## src/rtl/vga_fb_arbiter.sv

```systemverilog
// Single-port frame-buffer arbiter: VGA scan-out reads always win the RAM port,
// processor writes wait in a small FIFO and drain into idle (blanking) cycles.
module vga_fb_arbiter #(
    parameter int ADDR_W     = 19,
    parameter int DATA_W     = 8,
    parameter int FIFO_DEPTH = 4
) (
    input  logic                          clock,
    input  logic                          reset,
    input  logic                          cpu_we,
    input  logic [ADDR_W-1:0]             cpu_addr,
    input  logic [DATA_W-1:0]             cpu_wdata,
    output logic                          cpu_ready,
    input  logic                          vga_req,
    input  logic [ADDR_W-1:0]             vga_addr,
    output logic [DATA_W-1:0]             vga_rdata,
    output logic                          vga_rvalid,
    output logic [ADDR_W-1:0]             mem_addr,
    output logic [DATA_W-1:0]             mem_wdata,
    output logic                          mem_we,
    input  logic [DATA_W-1:0]             mem_rdata,
    output logic [$clog2(FIFO_DEPTH):0]   fifo_level,
    output logic                          ovf_err
);

    localparam int PTR_W = $clog2(FIFO_DEPTH);
    localparam int LVL_W = PTR_W + 1;

    // grant        | meaning
    // IDLE         | nothing to do; RAM address/data hold
    // GRANT_READ   | scan-out read owns the port this cycle
    // GRANT_WRITE  | FIFO head is popped and written to RAM
    typedef enum logic [1:0] {IDLE, GRANT_READ, GRANT_WRITE} grant_e;

    grant_e grant;

    logic [ADDR_W-1:0] fifo_addr [FIFO_DEPTH];
    logic [DATA_W-1:0] fifo_data [FIFO_DEPTH];

    logic [PTR_W-1:0]  wr_ptr_q, wr_ptr_d;
    logic [PTR_W-1:0]  rd_ptr_q, rd_ptr_d;
    logic [LVL_W-1:0]  level_q, level_d;
    logic [ADDR_W-1:0] mem_addr_q, mem_addr_d;
    logic [DATA_W-1:0] mem_wdata_q, mem_wdata_d;
    logic              mem_we_q, mem_we_d;
    logic [2:0]        rvalid_q, rvalid_d;
    logic [DATA_W-1:0] vga_rdata_q, vga_rdata_d;
    logic              ovf_q, ovf_d;
    logic              push, pop;

    // Ready comes from the registered level only, so a full FIFO refuses even on a pop cycle.
    assign cpu_ready = (level_q != LVL_W'(FIFO_DEPTH));
    assign push      = cpu_we && cpu_ready;

    always_comb begin
        grant = IDLE;
        if (vga_req)
            grant = GRANT_READ;
        else if (level_q != '0)
            grant = GRANT_WRITE;
    end

    assign pop = (grant == GRANT_WRITE);

    always_comb begin
        mem_addr_d  = mem_addr_q;
        mem_wdata_d = mem_wdata_q;
        mem_we_d    = 1'b0;
        case (grant)
            GRANT_READ: begin
                mem_addr_d = vga_addr;
            end
            GRANT_WRITE: begin
                mem_addr_d  = fifo_addr[rd_ptr_q];
                mem_wdata_d = fifo_data[rd_ptr_q];
                mem_we_d    = 1'b1;
            end
            default: ;
        endcase

        wr_ptr_d = wr_ptr_q + PTR_W'(push);
        rd_ptr_d = rd_ptr_q + PTR_W'(pop);
        level_d  = level_q + LVL_W'(push) - LVL_W'(pop);

        // Stage 1: address registered, stage 2: RAM data back, stage 3: data captured.
        rvalid_d    = {rvalid_q[1:0], vga_req};
        vga_rdata_d = rvalid_q[1] ? mem_rdata : vga_rdata_q;

        ovf_d = ovf_q | (cpu_we & ~cpu_ready);
    end

    always_ff @(posedge clock) begin
        if (reset) begin
            wr_ptr_q    <= '0;
            rd_ptr_q    <= '0;
            level_q     <= '0;
            mem_addr_q  <= '0;
            mem_wdata_q <= '0;
            mem_we_q    <= 1'b0;
            rvalid_q    <= '0;
            vga_rdata_q <= '0;
            ovf_q       <= 1'b0;
        end else begin
            wr_ptr_q    <= wr_ptr_d;
            rd_ptr_q    <= rd_ptr_d;
            level_q     <= level_d;
            mem_addr_q  <= mem_addr_d;
            mem_wdata_q <= mem_wdata_d;
            mem_we_q    <= mem_we_d;
            rvalid_q    <= rvalid_d;
            vga_rdata_q <= vga_rdata_d;
            ovf_q       <= ovf_d;
        end
    end

    // Storage needs no reset; the level count alone defines which entries are live.
    always_ff @(posedge clock) begin
        if (push) begin
            fifo_addr[wr_ptr_q] <= cpu_addr;
            fifo_data[wr_ptr_q] <= cpu_wdata;
        end
    end

    assign mem_addr   = mem_addr_q;
    assign mem_wdata  = mem_wdata_q;
    assign mem_we     = mem_we_q;
    assign vga_rvalid = rvalid_q[2];
    assign vga_rdata  = vga_rdata_q;
    assign fifo_level = level_q;
    assign ovf_err    = ovf_q;

endmodule

```

## config.mk

```make
export PLATFORM = sky130hd
export DESIGN_NAME = vga_fb_arbiter
export DESIGN_NICKNAME = d
export VERILOG_FILES = /design/src/rtl/vga_fb_arbiter.sv
export SDC_FILE = /design/constraint.sdc
export NUM_CORES = 1
export LEC_CHECK = 0
export BUFFER_PORTS_ARGS = -buffer_cell sky130_fd_sc_hd__buf_2
export CORE_ASPECT_RATIO = 1.2
export CORE_MARGIN = 4
export CORE_UTILIZATION = 25
export CTS_CLUSTER_SIZE = 40
export DETAILED_ROUTE_END_ITERATION = 6
export GPL_TIMING_DRIVEN = 1
export PLACE_DENSITY = 0.44
export REMOVE_ABC_BUFFERS = 1
export SETUP_SLACK_MARGIN = 0.02
export SKIP_CTS_REPAIR_TIMING = 1
export SLEW_MARGIN = 25
export SYNTH_ARGS = -nofsm -noshare
export SYNTH_HDL_FRONTEND = slang
export SYNTH_SLANG_ARGS = --single-unit
```

## constraint.sdc

```tcl
create_clock -name clock -period 5.78 [get_ports clock]
set_clock_uncertainty 0.1 [all_clocks]
set_input_delay 0.867 -clock clock [delete_from_list [all_inputs] [get_ports clock]]
set_output_delay 0.867 -clock clock [all_outputs]
set_load 0.01 [all_outputs]
```

; After elaboration in Yosys (flattened, before gate mapping)
; Memory sizes are Yosys's and may differ from the RTL's. A register that Yosys moved wholly into a read port is not among the register bits.
; Index checks and enable logic that the tools add are counted.
[totals]
reg_bits = 39
latch_bits = 0
ram_bits = 108
rom_bits = 0
in_bits = 58
output_inout_bits = 42
wordCells = 30
memories = 2
[mem_list]
columns = memory, words, width, rd, rd_clocked_by_memory_dff, wr, line
row1 = fifo_addr, 4, 19, 1, 1, 1, 37  ; logic [ADDR_W-1:0] fifo_addr [FIFO_DEPTH];
row2 = fifo_data, 4, 8, 1, 1, 1, 38  ; logic [DATA_W-1:0] fifo_data [FIFO_DEPTH];
[op_classes]
addsub = 4
multipliers = 0
div = 0
order_cmp = 0
eq_ne = 3
shift = 0
mux = 7
bitwise = 3
n_reduce_logical = 3
[ops]
columns = operator, n
row1 = one-hot mux 19 bit (2 select lines), 1
row2 = 2-to-1 mux 2 bit, 3
row3 = adder 2 x 1 -> 2 bit, 2
row4 = adder 3 x 1 -> 3 bit, 1
row5 = 2-to-1 mux 1 bit, 3
row6 = "!= test 3 bit, second input constant", 1
row7 = nonzero test 3 bit, 1
row8 = subtractor 3 x 1 -> 3 bit, 1
row9 = "== test 2 x 1 -> 1 bit, second input constant", 1
row10 = "== test 2 bit, second input constant", 1
row11 = nonzero test 2 bit, 1
row12 = AND 1 bit, 1
row13 = logical AND 1 bit, 1
row14 = NOT 1 bit, 1
row15 = bitwise OR 1 bit, 1

; Logic depth before layout (Yosys ltp)
; Gate-level depths: netlist of the first run.
[logic_depth]
depth_word = 6
mapped_depth = 10
ltp_nobuf = 9

; Worst setup path before layout of the first run
; No wires, ideal clock.
[synth_path]
kind = input port to flip-flop
from = input port cpu_we
to = memory fifo_addr[1][0] (enable)
setup_ps = 451
t_arrival_ps = 3041
required_time_ps = 5229
setup_slack_ps = 2188
cell_stages = 2
path_buffers = 0
path_cell_list = nand2_1 > nor3b_1
[synth_between]
elab_chain_cells = 3
[synth_lines]
columns = item, line
row1 = start: declaration, 10  ; input logic cpu_we,
row2 = logical AND 1 bit, 53  ; assign push = cpu_we && cpu_ready;
row3 = 2-to-1 mux 1 bit, 118  ; if (push) begin
row4 = 2-to-1 mux 1 bit (implied by the code), 119  ; fifo_addr[wr_ptr_q] <= cpu_addr;
row5 = end: declaration, 37
; Every way passes these cells.

; Worst setup path after layout of the first run
[layout_path]
from = register level_q[1], in the netlist fifo_level[1]
to = register level_q[2], in the netlist fifo_level[2]
[layout_between]
elab_chain_cells = 5
word_cells_on_any_way = 8
cone_classes = 2 x add/sub / 2 x eq/ne / 2 x mux / 2 x reduce/logical
[layout_lines]
columns = item, line
row1 = start: declaration, 42  ; logic [LVL_W-1:0] level_q, level_d;
row2 = start signal: assignment, 106  ; level_q <= level_d;
row3 = "parallel branches: the longest is 4 deep, another holds adder 3 x 1 -> 3 bit", n/a
row4 = subtractor 3 x 1 -> 3 bit (*), 83  ; level_d = level_q + LVL_W'(push) - LVL_W'(pop);
; Mark *: on every way between the ends.
; A chain may end at the register's enable or synchronous reset.

==> impl_metrics.csv, run 1 <==
group,metric,value,unit
sta,finalSetupTns,0,ns
placed_design,place_congestion,0.676,
min_path,hold_depth,1,
detailed_routing,routed_wl,13.1,mm
logic_synthesis,ys_seq_area_share,73.3,%
power_and_ir_drop,power.internal,2350,uW
power_and_ir_drop,total_power,3160,uW
global_routing,overflow,0,
logic_synthesis,yosys_register_bits,155,
logic_synthesis,synth_cells,309,
cells_and_area,num_antenna_cells,0,
worst_setup_path,crit_type,"reg2reg",
cells_and_area,syn2layout_area_growth,24.7,%
logic_synthesis,synth_ff_type,"edfxtp_1",
detailed_routing,wire_per_inst,18.5,microns
detailed_routing,drtPass1Iterations,6,
die,num_rows,60,
die,core,22400,sq um
worst_setup_path,path_buf_inv,2,
detailed_routing,dr_wl_met2,6.63,mm
worst_setup_path,slowest_delay,0.51,ns
clock_network,cts_made_buffers,17,
detailed_routing,wl_met3,738,microns
worst_setup_path,worstRegToRegCells,10,
power_and_ir_drop,p_per_area,444,nW/um^2
power_and_ir_drop,leakage,0.00261,uW
placed_design,port_buffers,99,
detailed_routing,topRoutingLayerUsed,"met5",
clock_network,clockBufferDepth,2,
logic_synthesis,ys_warn_count,0,
logic_synthesis,synth.top_cell.area_share,56.8,%
worst_setup_path,required,6.02,ns
worst_setup_path,critical-path-top-delay-family,"simple AND/OR/NAND/NOR gates",
logic_synthesis,syn_area,5710,sq um
worst_setup_path,start_kind,"flop",
clock_network,clock-sinks,155,
power_and_ir_drop,combinationalPowerShare,18.9,%
detailed_routing,drt-initial-drc-count,129,
detailed_routing,viasPerCell,4.49,
min_path,worst_hold_path_type,"reg2reg",
power_and_ir_drop,ir_worst_vdd,0.000206,V
logic_synthesis,synth.avg_cell_area,18.5,sq um
detailed_routing,postRouteAntennaNets,0,
job,drv_cap,0,
power_and_ir_drop,switching_share,25.7,%
worst_setup_path,crit_fanout,26,
cells_and_area,drive_gt1_share,38.8,%
die,die-height,173,microns
clock_network,cts_tree,"done",
sta,worstMarginPinSlew,0.986,ns
sta,rsz0062_at_grt,"false",
logic_synthesis,synth-edff-count,108,
sta,fin_crit_sh,43.8,%
global_routing,grt_pass1_wl,19.9,mm
detailed_routing,drc,0,
global_routing,grt_usage,10.5,%
die,die_area,25300,sq um
logic_synthesis,ys_types,33,
detailed_routing,met1_length,5.54,mm
logic_synthesis,async_flop_share,0,%
die,start_util,25.4,%
sta,hold_violations,0,
power_and_ir_drop,p_seq_share,45.4,%
worst_setup_path,arrival,2.77,ns
placed_design,place_inst,675,
cells_and_area,fin_cells,707,
run_status,status,"finished, final reports clean",
global_routing,grt_max_degree,31,
logic_synthesis,synth.most_common_cell,"edfxtp_1",
worst_setup_path,cp_slowest_cell,"dfxtp_1",
sta,fmax,395,MHz
sta,slew_viol_final,0,
sta,relSlewSlack,34.2,%
sta,hold_ws,0.346,ns
clock_network,cts_root_buffer,"clkbuf_16",
global_routing,antenna_found_initial,1,
logic_synthesis,synth_common_cells,"edfxtp_1, dfxtp_1, mux4_2",
die,die_w,146,microns
clock_network,cts_max_level,4,
worst_setup_path,path_cells,"nor3_4 -> buf_4 -> nor2_2 -> xnor2_1 -> ha_1 -> inv_1 -> fa_1 -> xor2_1 -> and2_1 -> nor3_1",
global_routing,grt_pass1_vias,3435,
clock_network,path_clk_slew,0.06,ns
worst_setup_path,cp-end-kind,"flop",
placed_design,hpwl,7.94,mm
logic_synthesis,synth_area_leader_cell,"edfxtp_1",
power_and_ir_drop,p_clk_share,35.7,%
power_and_ir_drop,switchingPower,812,uW
detailed_routing,vias,3176,
die,ioPinCount,100,
worst_setup_path,crit_cells,10,
sta,setup_viol,0,
logic_synthesis,synth.area.top_cells,"edfxtp_1, dfxtp_1, mux4_2",
sta,period_needed,2.53,ns
clock_network,clock_latency,0.41,ns
cells_and_area,final_nets,476,
[path summary, 6_finish.rpt]
| kind | start | slack [ns] | end |
|---|---|---|---|
| min | rvalid_q[0] | 0.35 | rvalid_q[1] |
| min reg2reg | rvalid_q[0] | 0.35 | rvalid_q[1] |
| max reg2reg | fifo_level[1] | 3.25 | fifo_level[2] |
| max | fifo_level[1] | 3.25 | fifo_level[2] |
[cell type report]
cell class	count	area, sq um
Sequential cell	155	4190
Clock inverter	9	146
Fill cell	2206	15300
Timing Repair Buffer	105	541
Tap cell	279	349
Multi-Input combinational cell	133	1440
Clock buffer	23	448
Inverter	3	11.3
[stage by stage]
step	utilization [%]	instance area, sq um	setup slack [ns]
4_1_cts	31.7	7120	3.21
3_5_place_dp	29.1	6520	3.01
6_report	31.7	7120	3.25
2_1_floorplan	-	5600	2.19
5_1_grt	31.7	7120	3.00
3_3_place_gp	29.0	6520	3.05
[cells by family (layout without fill, tap and decap cells)]
kind of cell | count (synthesis) | in the layout | synth area share (%)
compound gates | 32 | 32 | 5.07
fa+ha+maj | 3 | 3 | 0.789
buf+inv | 21 | 140 | 1.97
xor+xnor | 3 | 3 | 0.461
mux | 35 | 35 | 12.1
flops | 155 | 155 | 73.3
simple gates | 60 | 60 | 6.32
[routing by layer]
layer / vias up / track usage (%)
li1: 1450 / -
met1: 1616 / 12.1
met2: 95 / 18.3
met3: 13 / 3.63
met4: 2 / 3.44
met5: - / 0
[registers in the layout, indices dropped and copies added (netlist names)]
| signal | count |
|---|---|
| fifo_data | 32 |
| wr_ptr_q | 2 |
| vga_rdata | 8 |
| rd_ptr_q | 2 |
| fifo_level | 3 |
| ovf_err | 1 |
| mem_we | 1 |
| fifo_addr | 76 |
| mem_addr | 19 |
| rvalid_q | 3 |
| mem_wdata | 8 |
[power groups by stage]
| stage | clock [uW] | combinational, uW | sequential, uW |
|---|---|---|---|
| after global routing | 1210 | 659 | 1460 |
| after global placement | 0 | 614 | 1460 |
| after floorplan | 0 | 308 | 1500 |
| final | 1130 | 596 | 1440 |
| after detailed placement | 0 | 617 | 1460 |
| after CTS | 1160 | 620 | 1440 |
[placed cells by master, fill, tap and decap left out, drive strengths merged, types with 4 or more instances in the layout]
master / instances
dfxtp: 47
mux2i: 8
nor3: 5
buf: 105
bufinv: 4
and3: 20
nor2b: 5
nor2: 15
o2bb2ai: 8
clkbuf: 23
mux4: 27
edfxtp: 108
a221o: 19
nand2b: 8
(Power assumes the default switching activity.)
==> inputs of run 2 (changes only) <==
Settings changed: PLACE_DENSITY 0.44 to 0.45.
Clock period 5.78 ns to 2.23 ns, I/O delays scaled along.
==> run 2 against run 1 <==
Power grew to 2.6 times the previous value. Die area is the same. Global-route usage grew 0.24 points. Critical path depth down 1. Worst setup slack got worse by 3.2 ns. Design area up 2.2%. Non-clock buffer count rose by 13. Critical path type unchanged. Critical endpoint unchanged. Largest power group unchanged.
==> impl_metrics.csv, run 2 (same netlist as run 1, synthesis figures left out) <==
group,metric,value,unit
run_status,status,"finished, final reports clean",
power_and_ir_drop,p_per_area,1120,nW/um^2
detailed_routing,wire_per_inst,18.5,microns
worst_setup_path,cp-end-kind,"flop",
detailed_routing,vias,3249,
worst_setup_path,crit_type,"reg2reg",
worst_setup_path,start_kind,"flop",
clock_network,cts_max_level,4,
cells_and_area,largest_register_ffs,76,
cells_and_area,top_register,"fifo_addr",
cells_and_area,layout_commonest_cell,"edfxtp_1",
clock_network,cts_made_buffers,17,
worst_setup_path,arrival,2.38,ns
detailed_routing,drc,0,
die,die-height,173,microns
cells_and_area,regArea,4200,sq um
power_and_ir_drop,ir_worst_vdd,0.000503,V
die,die_w,146,microns
detailed_routing,routed_wl,13.3,mm
sta,fmax,457,MHz
global_routing,grt_usage,10.8,%
sta,setup_viol,0,
global_routing,grt_pass1_wl,20.4,mm
clock_network,path_clk_slew,0.07,ns
die,start_util,25.4,%
die,core,22400,sq um
power_and_ir_drop,total_power,8140,uW
clock_network,cts_root_buffer,"clkbuf_16",
clock_network,clockBufferDepth,2,
placed_design,hpwl,8.30,mm
die,die_area,25300,sq um
cells_and_area,multiInputGateArea,1460,sq um
sta,hold_ws,0.0298,ns
cells_and_area,final_nets,489,
cells_and_area,layout_common_cells,"edfxtp_1, buf_2, dfxtp_1",
cells_and_area,syn2layout_area_growth,27.5,%
min_path,worst_hold_path_type,"in2reg",
detailed_routing,drtPass1Iterations,4,
die,ioPinCount,100,
global_routing,overflow,0,
placed_design,place_congestion,0.628,
sta,period_needed,2.19,ns
global_routing,antenna_found_initial,2,
sta,slew_viol_final,0,
job,drv_cap,0,
clock_network,clock_latency,0.41,ns
sta,relSlewSlack,50.8,%
worst_setup_path,required,2.42,ns
cells_and_area,fin_cells,720,
placed_design,port_buffers,99,
cells_and_area,n_fill_cell,2208,
power_and_ir_drop,leakage,0.00270,uW
global_routing,grt_max_degree,29,
detailed_routing,viasPerCell,4.51,
cells_and_area,drive_gt1_share,44.9,%
sta,fin_crit_sh,98.1,%
sta,hold_violations,0,
detailed_routing,postRouteAntennaNets,0,
clock_network,cts_tree,"done",
clock_network,clock-sinks,155,
sta,worstMarginPinSlew,0.737,ns
cells_and_area,num_antenna_cells,0,
placed_design,place_inst,688,
global_routing,grt_pass1_vias,3483,
worst_setup_path,crit_fanout,5,
die,num_rows,60,
detailed_routing,drt-initial-drc-count,158,
sta,rsz0062_at_grt,"true",
[run 2: cell types whose count changed in the layout (fill, tap and decap cells not counted), moves of 3 or more]
cell | previous run | this run
dfxtp_1 | 45 | 42
clkinv_2 | 0 | 4
buf_4 | 6 | 13
clkinv_1 | 3 | 0
bufinv_16 | 4 | 0
clkbuf_1 | 6 | 0
buf_12 | 0 | 5
inv_6 | 0 | 8
[run 2: layer usage]
metal	up-vias	global-route usage, %	part of all wire (%)	wire length, microns
li1	1487	-	-	-
met1	1646	13.2	42	5630
met2	92	17.8	50	6610
met3	20	3.58	6.0	796
met4	4	3.68	1.7	230
met5	-	0	0.20	27
[run 2: where the power goes]
part	switching (uW)	leakage [uW]	total [uW]	internal (uW)
Combinational	910	0.00105	1740	829
Clock	1200	0.000275	2680	1480
Sequential	193	0.00138	3720	3530
[run 2: critical path: stages, from the launching register on]
cell     delay [ns]
dfxtp_4        0.38
or3b_4         0.39
nand2_2        0.10
xnor2_1        0.12
ha_1           0.17
inv_1          0.06
fa_2           0.35
xor2_2         0.19
and2_4         0.17
nor3_2         0.03
[run 2: final cells by class]
class,instances,area share [%]
timing repair buffer,118,9.73
sequential,155,57.7
tap,279,4.80
inverter,3,0.155
clock inverter,14,1.50
multi-input combinational,133,20.1
clock buffer,18,6.04
[run 2: final timing paths]
path            startpoint               to  slack [ns]  cells after the start
min           cpu_wdata[2]  fifo_data[2][2]        0.03                      1
max          fifo_level[2]    fifo_level[2]        0.04                      9
min reg2reg    rvalid_q[0]      rvalid_q[1]        0.34                      1
max reg2reg  fifo_level[2]    fifo_level[2]        0.04                      9
[run 2: metrics by stage]
stage	setup slack (ns)	util, %	TNS [ns]	area, sq um
6_report	0.0431	32.4	0	7280
5_1_grt	-0.0123	32.4	-0.0123	7280
4_1_cts	-0.0719	32.2	-0.0719	7230
3_5_place_dp	-0.0533	29.8	-0.0533	6690
3_3_place_gp	0.0518	29.7	0	6670
2_1_floorplan	-1.26	-	-100.95	5600
==> inputs of run 3 (changes only) <==
Settings changed: ABC_AREA set to 1.
==> run 3 against run 2 <==
Core utilization is 0.52 points lower. Sequential power hardly changed. First-iteration DRC count is 0.63% lower. Critical endpoint unchanged. Largest power group unchanged.
==> impl_metrics.csv, run 3 <==
group,metric,value,unit
logic_synthesis,ys_types,28,
logic_synthesis,synth.avg_cell_area,10.5,sq um
die,die-height,179,microns
sta,layout_setup_ws,0.271,ns
worst_setup_path,cpMostUsedCell,"inv_1",
sta,relSlewSlack,59.7,%
cells_and_area,layout_commonest_cell,"nor2_1",
detailed_routing,drt-initial-drc-count,157,
die,ioPinCount,100,
min_path,hold_depth,3,
logic_synthesis,ys_seq_area_share,68.5,%
cells_and_area,final_nets,753,
detailed_routing,viasPerCell,4.07,
detailed_routing,wire_per_inst,13.8,microns
power_and_ir_drop,switchingPower,2750,uW
logic_synthesis,synth_area_leader_cell,"edfxtp_1",
worst_setup_path,crit_fanout,6,
sta,rsz0062_at_grt,"false",
clock_network,cts_tree,"done",
worst_setup_path,slowest_delay,0.51,ns
sta,hold_violations,0,
logic_synthesis,synth.top_cell.area_share,53.1,%
global_routing,grt_pass1_vias,3996,
worst_setup_path,cp-end-kind,"flop",
global_routing,overflow,0,
detailed_routing,drtPass1Iterations,4,
detailed_routing,routed_wl,14.1,mm
power_and_ir_drop,total_power,8490,uW
global_routing,grt_max_degree,56,
logic_synthesis,yosys_register_bits,155,
logic_synthesis,synth_common_cells,"nor2_1, edfxtp_1, nand2_1",
clock_network,clockBufferDepth,2,
sta,finalSetupTns,0,ns
power_and_ir_drop,power.internal,5740,uW
power_and_ir_drop,p_clk_share,31.8,%
placed_design,pre_cts_slack,0.158,ns
worst_setup_path,crit_type,"reg2reg",
logic_synthesis,synth.most_common_cell,"nor2_1",
die,die_w,151,microns
power_and_ir_drop,p_seq_share,43.5,%
clock_network,cts_max_level,4,
global_routing,grt_usage,10.8,%
worst_setup_path,path_cells,"nor2_8 -> nand2_1 -> nand2_4 -> xor2_1 -> ha_1 -> inv_1 -> fa_1 -> inv_1 -> o21ai_0 -> a21oi_1",
cells_and_area,largest_register_ffs,76,
job,drv_cap,0,
worst_setup_path,crit_cells,10,
power_and_ir_drop,p_per_area,1110,nW/um^2
sta,slew_viol_final,0,
worst_setup_path,worstRegToRegCells,10,
worst_setup_path,required,2.48,ns
sta,fmax,511,MHz
worst_setup_path,cp_slowest_cell,"dfxtp_1",
worst_setup_path,start_kind,"flop",
logic_synthesis,ys_warn_count,0,
cells_and_area,layout_common_cells,"nor2_1, edfxtp_1, nand2_1, buf_2, o21ai_0",
power_and_ir_drop,ir_worst_vdd,0.000351,V
cells_and_area,num_antenna_cells,0,
power_and_ir_drop,leakage,0.00311,uW
placed_design,place_congestion,0.670,
logic_synthesis,syn_area,6110,sq um
clock_network,clock_latency,0.42,ns
logic_synthesis,synth_cells,583,
detailed_routing,vias,4172,
worst_setup_path,arrival,2.21,ns
global_routing,grt_pass1_wl,21.7,mm
cells_and_area,n_fill_cell,2471,
sta,period_needed,1.96,ns
logic_synthesis,synth_ff_type,"edfxtp_1",
cells_and_area,drive_gt1_share,23.3,%
cells_and_area,regArea,4190,sq um
logic_synthesis,synth-edff-count,108,
sta,hold_ws,0.0197,ns
worst_setup_path,path_buf_inv,2,
sta,fin_crit_sh,87.8,%
logic_synthesis,async_flop_share,0,%
detailed_routing,postRouteAntennaNets,0,
die,start_util,25.5,%
worst_setup_path,critical-path-top-delay-family,"flip-flops",
clock_network,cts_root_buffer,"clkbuf_16",
global_routing,antenna_found_initial,2,
placed_design,hpwl,8.92,mm
cells_and_area,top_register,"fifo_addr",
sta,worstMarginPinSlew,0.605,ns
die,die_area,27000,sq um
cells_and_area,syn2layout_area_growth,25.2,%
min_path,worst_hold_path_type,"in2reg",
logic_synthesis,synth.area.top_cells,"edfxtp_1, dfxtp_1, nor2_1",
run_status,status,"finished, final reports clean",
clock_network,cts_made_buffers,17,
sta,setup_viol,0,
power_and_ir_drop,switching_share,32.4,%
clock_network,path_clk_slew,0.07,ns
die,num_rows,62,
placed_design,port_buffers,99,
cells_and_area,multiInputGateArea,1620,sq um
die,core,24000,sq um
clock_network,clock-sinks,155,
power_and_ir_drop,combinationalPowerShare,24.7,%
detailed_routing,drc,0,
run 3: changes by cell type after synthesis, sizes merged, moves of 16 or more:
cell   delta
a21oi    +19
and3     -20
o21ai    +71
nand3    +16
mux4     -27
nor2    +113
nand2   +101
inv      +42
a221o    -19
run 3: kinds of logic after synthesis:
group	Yosys count	synth area share, %
AO/OA/AOI/OAI	93	7.62
buffers and inverters	73	5.43
XOR/XNOR	3	0.430
AND/OR/NAND/NOR	256	17.3
flip-flops	155	68.5
adder cells (fa/ha/maj)	3	0.738
run 3: worst paths after layout:
check,from,endpoint,slack (ns)
max,fifo_level[1],fifo_level[2],0.27
min,vga_addr[15],mem_addr[15],0.02
max reg2reg,fifo_level[1],fifo_level[2],0.27
min reg2reg,rvalid_q[0],rvalid_q[1],0.30
run 3: power by group through the flow:
stage | logic [uW] | clock network, uW | registers [uW]
2_1_floorplan | 1060 | 0 | 3910
3_3_place_gp | 2080 | 0 | 3750
3_5_place_dp | 2080 | 0 | 3760
4_1_cts | 2080 | 2780 | 3700
5_1_grt | 2410 | 2920 | 3740
6_report | 2100 | 2700 | 3700
run 3: stage by stage:
| stage | cells | utilization (%) | area (sq um) |
|---|---|---|---|
| 6_report | 1025 | 31.9 | 7640 |
| 4_1_cts | 1022 | 31.7 | 7600 |
| 5_1_grt | 1025 | 31.9 | 7640 |
| 3_3_place_gp | 990 | 29.4 | 7040 |
| 3_5_place_dp | 990 | 29.4 | 7040 |
| 2_1_floorplan | 556 | - | 5950 |
run 3: layout make-up:
| class | instances | area share, % |
|---|---|---|
| tap | 320 | 5.24 |
| sequential | 155 | 54.7 |
| multi-input combinational | 355 | 21.1 |
| clock inverter | 15 | 1.75 |
| timing repair buffer | 117 | 9.26 |
| clock buffer | 17 | 5.56 |
| inverter | 46 | 2.29 |
run 3: routing by layer:
metal | global-route usage (%) | part of all wire (%) | vias up
li1 | - | - | 2154
met1 | 12.9 | 45 | 1934
met2 | 18.3 | 49 | 67
met3 | 3.44 | 4.7 | 13
met4 | 3.63 | 1.0 | 4
met5 | 0 | 0.11 | -
run 3: worst register-to-register path, cell delays in order, from the launching register on:
cell	delay, ns
dfxtp_1	0.51
nor2_8	0.06
nand2_1	0.13
nand2_4	0.11
xor2_1	0.17
ha_1	0.16
inv_1	0.05
fa_1	0.34
inv_1	0.07
o21ai_0	0.08
a21oi_1	0.12
